===== config.mk =====
export PLATFORM = sky130hd
export DESIGN_NAME = sser_tx_scrambler_flat
export DESIGN_NICKNAME = d
export VERILOG_FILES = /design/src/rtl/sser_tx_scrambler_if.sv /design/src/rtl/sser_tx_scrambler.sv /design/src/flat_wrapper.sv
export SDC_FILE = /design/constraint.sdc
export NUM_CORES = 1
export LEC_CHECK = 0
export CAP_MARGIN = 20
export CORE_ASPECT_RATIO = 0.6
export CORE_MARGIN = 8
export CORE_UTILIZATION = 40
export DETAILED_ROUTE_END_ITERATION = 6
export GPL_TIMING_DRIVEN = 0
export MAX_ROUTING_LAYER = met4
export PLACE_DENSITY = 0.63
export SYNTH_ARGS = -nofsm -noshare
export SYNTH_HDL_FRONTEND = slang
export SYNTH_SLANG_ARGS = --single-unit

===== constraint.sdc =====
create_clock -name clk -period 1.97 [get_ports clk]
set_input_delay 0.394 -clock clk [delete_from_list [all_inputs] [get_ports clk]]
set_output_delay 0.394 -clock clk [all_outputs]
set_load 0.005 [all_outputs]

===== src/rtl/sser_tx_scrambler_if.sv =====
// rtl/sser_tx_scrambler_if.sv - host bus bundle for the SSER transmit window
interface sser_tx_scrambler_if;
  logic       SSER;
  logic       BA13;
  logic       BA12;
  logic [3:0] BA;    // BA7..BA4
  logic       BR_W;
  logic [7:0] BD;
  logic [7:0] BDO;
  logic       BDOE;

  modport master (
    output SSER, BA13, BA12, BA, BR_W, BD,
    input  BDO, BDOE
  );

  modport slave (
    input  SSER, BA13, BA12, BA, BR_W, BD,
    output BDO, BDOE
  );
endinterface


===== src/rtl/sser_tx_scrambler.sv =====
// rtl/sser_tx_scrambler.sv - bus-mapped SSER transmitter with self-synchronising scrambler
// Define SSER_TX_PARITY_EN to add the odd-parity bit (11-bit frames instead of 10).
module sser_tx_scrambler #(
  parameter int CLK_DIV = 4
) (
  input  logic               clk,
  input  logic               rst_n,
  sser_tx_scrambler_if.slave bus,
  output logic               SDWR,
  output logic               BUSY
);

`ifdef SSER_TX_PARITY_EN
  typedef enum logic [2:0] {ST_IDLE, ST_START, ST_DATA, ST_PARITY, ST_STOP} state_t;
`else
  typedef enum logic [2:0] {ST_IDLE, ST_START, ST_DATA, ST_STOP} state_t;
`endif

  state_t     state;
  logic [7:0] div_cnt;
  logic [2:0] bit_cnt;
  logic [7:0] shift_q;
  logic [7:0] hold_q;
  logic       hold;
  logic       ovr;
  logic [5:0] scr;
  logic       sdwr_q;
  logic       busy_q;
  logic [7:0] bdo_q;
  logic       bdoe_q;
`ifdef SSER_TX_PARITY_EN
  logic       par;
`endif

  logic sel, wr, rd, data_wr, seed_wr;
  logic div_last, frame_end, start_now, ovr_set, hold_load;
  logic scr_out, bit_step;

  always_comb begin
    sel       = ~bus.SSER & ~bus.BA13 & bus.BA12;
    wr        = sel & ~bus.BR_W;
    rd        = sel & bus.BR_W;
    data_wr   = wr && (bus.BA == 4'h0);
    seed_wr   = wr && (bus.BA == 4'h1);
    div_last  = (div_cnt == 8'(CLK_DIV - 1));
    frame_end = (state == ST_STOP) && div_last;
    // A write landing on the final STOP clock with nothing held starts the next frame directly
    start_now = data_wr && ((state == ST_IDLE) || (frame_end && !hold));
    ovr_set   = data_wr && !start_now && hold;
    hold_load = data_wr && !start_now && !hold;
    scr_out   = shift_q[0] ^ scr[0] ^ scr[3] ^ scr[5];
    bit_step  = div_last && ((state == ST_START) || ((state == ST_DATA) && (bit_cnt != 3'd7)));
  end

  always_ff @(posedge clk) begin
    if (!rst_n) begin
      state   <= ST_IDLE;
      div_cnt <= 8'h00;
      bit_cnt <= 3'd0;
      shift_q <= 8'h00;
      hold_q  <= 8'h00;
      hold    <= 1'b0;
      ovr     <= 1'b0;
      scr     <= 6'h00;
      sdwr_q  <= 1'b1;
      busy_q  <= 1'b0;
      bdo_q   <= 8'h00;
      bdoe_q  <= 1'b0;
`ifdef SSER_TX_PARITY_EN
      par     <= 1'b1;
`endif
    end else begin
      bdoe_q <= rd;
      bdo_q  <= 8'h00;
      if (rd) begin
        case (bus.BA)
          4'h0:    bdo_q <= {ovr, hold, busy_q, 5'b00000};
          4'h1:    bdo_q <= {2'b00, scr};
          default: bdo_q <= 8'h00;
        endcase
      end

      // Clear-on-read first so a simultaneous overrun still sets OVR
      if (rd && (bus.BA == 4'h0)) ovr <= 1'b0;
      if (ovr_set) ovr <= 1'b1;

      if (hold_load) begin
        hold_q <= bus.BD;
        hold   <= 1'b1;
      end

      if (seed_wr && (state == ST_IDLE)) scr <= bus.BD[5:0];

      div_cnt <= div_last ? 8'h00 : div_cnt + 8'h01;

      case (state)
        ST_IDLE: begin
          div_cnt <= 8'h00;
          if (start_now) begin
            shift_q <= bus.BD;
            state   <= ST_START;
            sdwr_q  <= 1'b0;
            busy_q  <= 1'b1;
          end
        end
        ST_START: begin
          bit_cnt <= 3'd0;
          if (div_last) state <= ST_DATA;
        end
        ST_DATA: begin
          if (div_last && (bit_cnt == 3'd7)) begin
`ifdef SSER_TX_PARITY_EN
            state  <= ST_PARITY;
            sdwr_q <= par;
`else
            state  <= ST_STOP;
            sdwr_q <= 1'b1;
`endif
          end
        end
`ifdef SSER_TX_PARITY_EN
        ST_PARITY: begin
          if (div_last) begin
            state  <= ST_STOP;
            sdwr_q <= 1'b1;
          end
        end
`endif
        ST_STOP: begin
          if (div_last) begin
            if (hold) begin
              shift_q <= hold_q;
              hold    <= 1'b0;
              state   <= ST_START;
              sdwr_q  <= 1'b0;
            end else if (start_now) begin
              shift_q <= bus.BD;
              state   <= ST_START;
              sdwr_q  <= 1'b0;
            end else begin
              state  <= ST_IDLE;
              busy_q <= 1'b0;
            end
          end
        end
        default: state <= ST_IDLE;
      endcase

      // Scramble on the edge that opens each data bit so SDWR holds it for the full bit
      if (bit_step) begin
        sdwr_q  <= scr_out;
        scr     <= {scr[4:0], scr_out};
        shift_q <= {1'b0, shift_q[7:1]};
        if (state == ST_DATA) bit_cnt <= bit_cnt + 3'd1;
`ifdef SSER_TX_PARITY_EN
        par <= ((state == ST_START) ? 1'b1 : par) ^ scr_out;
`endif
      end
    end
  end

  assign SDWR     = sdwr_q;
  assign BUSY     = busy_q;
  assign bus.BDO  = bdo_q;
  assign bus.BDOE = bdoe_q;

endmodule


===== src/flat_wrapper.sv =====
// flat-port wrapper written by rule: the top's interface ports become plain ports
module sser_tx_scrambler_flat 
#(
  parameter int CLK_DIV = 4
)
  (clk, rst_n, SDWR, BUSY, bus_SSER, bus_BA13, bus_BA12, bus_BA, bus_BR_W, bus_BD, bus_BDO, bus_BDOE);
  sser_tx_scrambler_if bus_i ();
  input  logic clk;
  input  logic rst_n;
  output logic SDWR;
  output logic BUSY;
  input wire logic [$bits(bus_i.SSER)-1:0] bus_SSER;
  input wire logic [$bits(bus_i.BA13)-1:0] bus_BA13;
  input wire logic [$bits(bus_i.BA12)-1:0] bus_BA12;
  input wire logic [$bits(bus_i.BA)-1:0] bus_BA;
  input wire logic [$bits(bus_i.BR_W)-1:0] bus_BR_W;
  input wire logic [$bits(bus_i.BD)-1:0] bus_BD;
  output wire logic [$bits(bus_i.BDO)-1:0] bus_BDO;
  output wire logic [$bits(bus_i.BDOE)-1:0] bus_BDOE;
  assign bus_i.SSER = bus_SSER;
  assign bus_i.BA13 = bus_BA13;
  assign bus_i.BA12 = bus_BA12;
  assign bus_i.BA = bus_BA;
  assign bus_i.BR_W = bus_BR_W;
  assign bus_i.BD = bus_BD;
  assign bus_BDO = bus_i.BDO;
  assign bus_BDOE = bus_i.BDOE;
  sser_tx_scrambler #(.CLK_DIV(CLK_DIV)) u_core (.clk(clk), .rst_n(rst_n), .bus(bus_i), .SDWR(SDWR), .BUSY(BUSY));
endmodule

==> reports/qor.yml <==
critPathLaunchType: "flop"
rows: 22
avgSynthCellArea_sq_um: 9.04
netlist_area_sq_mm: 0.00242
numCtsBuffers: 5
ys.warnings.count: 0
hold_slack_ps: 447
async_flop_share_pct: 0
track_usage_pct: 14.3
synth_edf_count: 0
slew_violations: 0
cts_htree_levels: 2
status: "finished with violations"
crit_type: "flop to flop"
tightest_slew_ps: 580
numPortBuffers: 27
layout_setup_ws_ps: -11.8
dp_hpwl_um: 4380
grt-ovfl-total: 0
relSlewSlack_pct: 61.4
dpl_cell_area_sq_mm: 0.00280
drc: 0
netlist.area_leader.share_pct: 39.7
drive_gt1_share_pct: 15.7
critPathSlowestCell: "or4_4"
grt_pass1_wl_um: 9940
antenna_found_initial: 0
ctsHoldBuffers: 0
synth_cells: 268
finalCriticalPeriod_ps: 1980
synth_area_leader_cell: "dfxtp_1"
path_clk_slew_ps: 100
avgRoutedWirePerCell_um: 15.3
ys_types: 52
crit_path_end_kind: "flop"
path_delay_family: "compound AO/OA/AOI/OAI gates"
vdd.ir_drop.worst_uv: 292
min_path_type: "flop to flop"
skew_ps: 8.63
grt_max_degree: 18
yosysMostFrequentCell: "dfxtp_1"
rsz0062_at_grt: "true"
tns_ps: -14.7
clk_path_buf_depth: 2
maxCapViolations: 0
finalSetupViolCount: 2
grt_pass1_vias: 1970
fin_area_sq_mm: 0.00308
synth_ff_type: "dfxtp_1"
hold_viol: 0
clk_latency_ps: 310
final_core_util_pct: 51.6
root_buffer: "clkbuf_8"
die_area_sq_mm: 0.00888
busiest_layer: "met1"
ant_nets: 0
drt_pass1_iterations: 4
vias: 2095
synth_nets: 293
yosys-top-cells-count: "dfxtp_1 (48), nor2_1 (38), mux2i_1 (16), inv_1 (11), nand3_1 (11)"
start_util_pct: 40.6
gp_congestion: 0.856
path_max_fanout: 7
vias_per_cell: 5.28
drt_iter0_drc: 183
use_met2_pct: 18.0
min_period_over_period_pct: 101
synthTopCellsByArea: "dfxtp_1 (40%), mux2i_1 (6.6%), nor2_1 (5.9%)"
crit_chain: "or4_4 -> a211o_4 -> a22o_4 -> a32oi_2 -> o21ai_1"
die_x_um: 116
layout.nets: 337
pre_cts_slack_ps: -1080
synth-seq-cells: 48
cts_tree: "built"
cp.required_ps: 2170
timing.critical_path.slowest_cell_delay_ps: 580
p_leak_nw: 1.18
antenna_cells: 0
grt_use_met3_pct: 3.40
core_sq_mm: 0.00597
fmax_ghz: 0.505
violations: "negative setup slack"
drt-total-wl_um: 6080
clock-sinks: 48
cp.arrival_ps: 2180
die_h_um: 76.3
syn_to_final_growth_pct: 27.2
cp_num_buf_inv: 0
cellPowerDensity_mw_per_mm2: 681
seq_area_frac_synth_pct: 39.7
pin_count: 29
met1_usage_pct: 21.5
-- area by class of cell --
class | count | area [sq um]
clock inverter | 3 | 26.3
sequential | 48 | 971
tap | 84 | 105
buffer | 11 | 53.8
multi-input combinational | 196 | 1460
timing repair buffer | 39 | 360
clock buffer | 5 | 68.8
fill | 586 | 2890
inverter | 11 | 41.3
-- flip-flops by register name, summed over array words and instances, names as in the netlist, 2 cells and up --
signal / cells
u_core.bus.BDO: 8
u_core.div_cnt: 8
u_core.hold_q: 8
u_core.shift_q: 8
u_core.scr: 6
u_core.bit_cnt: 3
u_core.state: 2
-- cell usage in the layout, fill, tap and decap left out, types with 4 or more instances in the layout --
cell and n:
mux2i_1 16, dfxtp_1 44, clkdlybuf4s50_1 24, or3_1 7, inv_1 11, xnor2_1 4, nand2b_1 8, ha_1 5
o2111ai_1 7, o21ai_0 5, nand2_1 4, nor2_1 37, clkbuf_8 5, o21ai_1 8, and3_1 6, nor2b_1 7
a211oi_1 6, buf_4 12, nand3_1 11, nor3_1 4, a32oi_1 7, a21oi_1 9, clkbuf_1 7, xor2_1 5
-- repair_timing --
| action | CTS | global route |
|---|---|---|
| buffers inserted | 4 | 8 |
| resized for setup | 21 | 14 |
| pin swaps | 6 | 14 |
| setup endpoints to repair | 31 | 19 |
| gates cloned | 0 | 0 |
-- cells by family after synthesis --
kind of cell	Yosys count	share of synthesized area (%)
mux	16	6.61
compound gates	58	18.7
xor+xnor	9	3.25
flops	48	39.7
simple gates	106	24.3
fa+ha+maj	7	3.62
buf+inv	24	3.87
-- worst reg2reg max path, delay by kind of cell, from the launching register on --
kind               cells  cell delay, ps
AOI/OAI and AO/OA      4             910
DFF                    1             370
and+or+nand+nor        1             580
-- stage by stage --
stage / power, mW / cells
floorplan: 1.31 / 268
global placement: 1.45 / 379
detailed placement: 1.45 / 379
CTS: 2.09 / 390
global route: 2.19 / 397
finish: 2.10 / 397
-- per-layer routing --
metal / vias to the layer above / wire length [um]
met5: - / 0
met4: 0 / 34
met3: 2 / 400
met2: 55 / 2400
met1: 978 / 3250
li1: 1060 / -
-- final timing paths --
kind / start / endpoint / slack (ps) / depth (start not counted)
worst max-delay path: u_core.div_cnt[4] / u_core.shift_q[3] / -10 / 5
worst min-delay path: u_core.div_cnt[0] / u_core.div_cnt[0] / 450 / 1
worst max register to register: u_core.div_cnt[4] / u_core.shift_q[3] / -10 / 5
worst min register to register: u_core.div_cnt[0] / u_core.div_cnt[0] / 450 / 1
-- report_power, final --
group | total, mW | leakage (nW) | internal, mW | switching (mW)
Sequential | 1.02 | 0.389 | 0.994 | 0.0254
Combinational | 0.449 | 0.746 | 0.176 | 0.273
Clock | 0.629 | 0.0491 | 0.262 | 0.368
No activity file was read; power rests on OpenSTA's default activity.
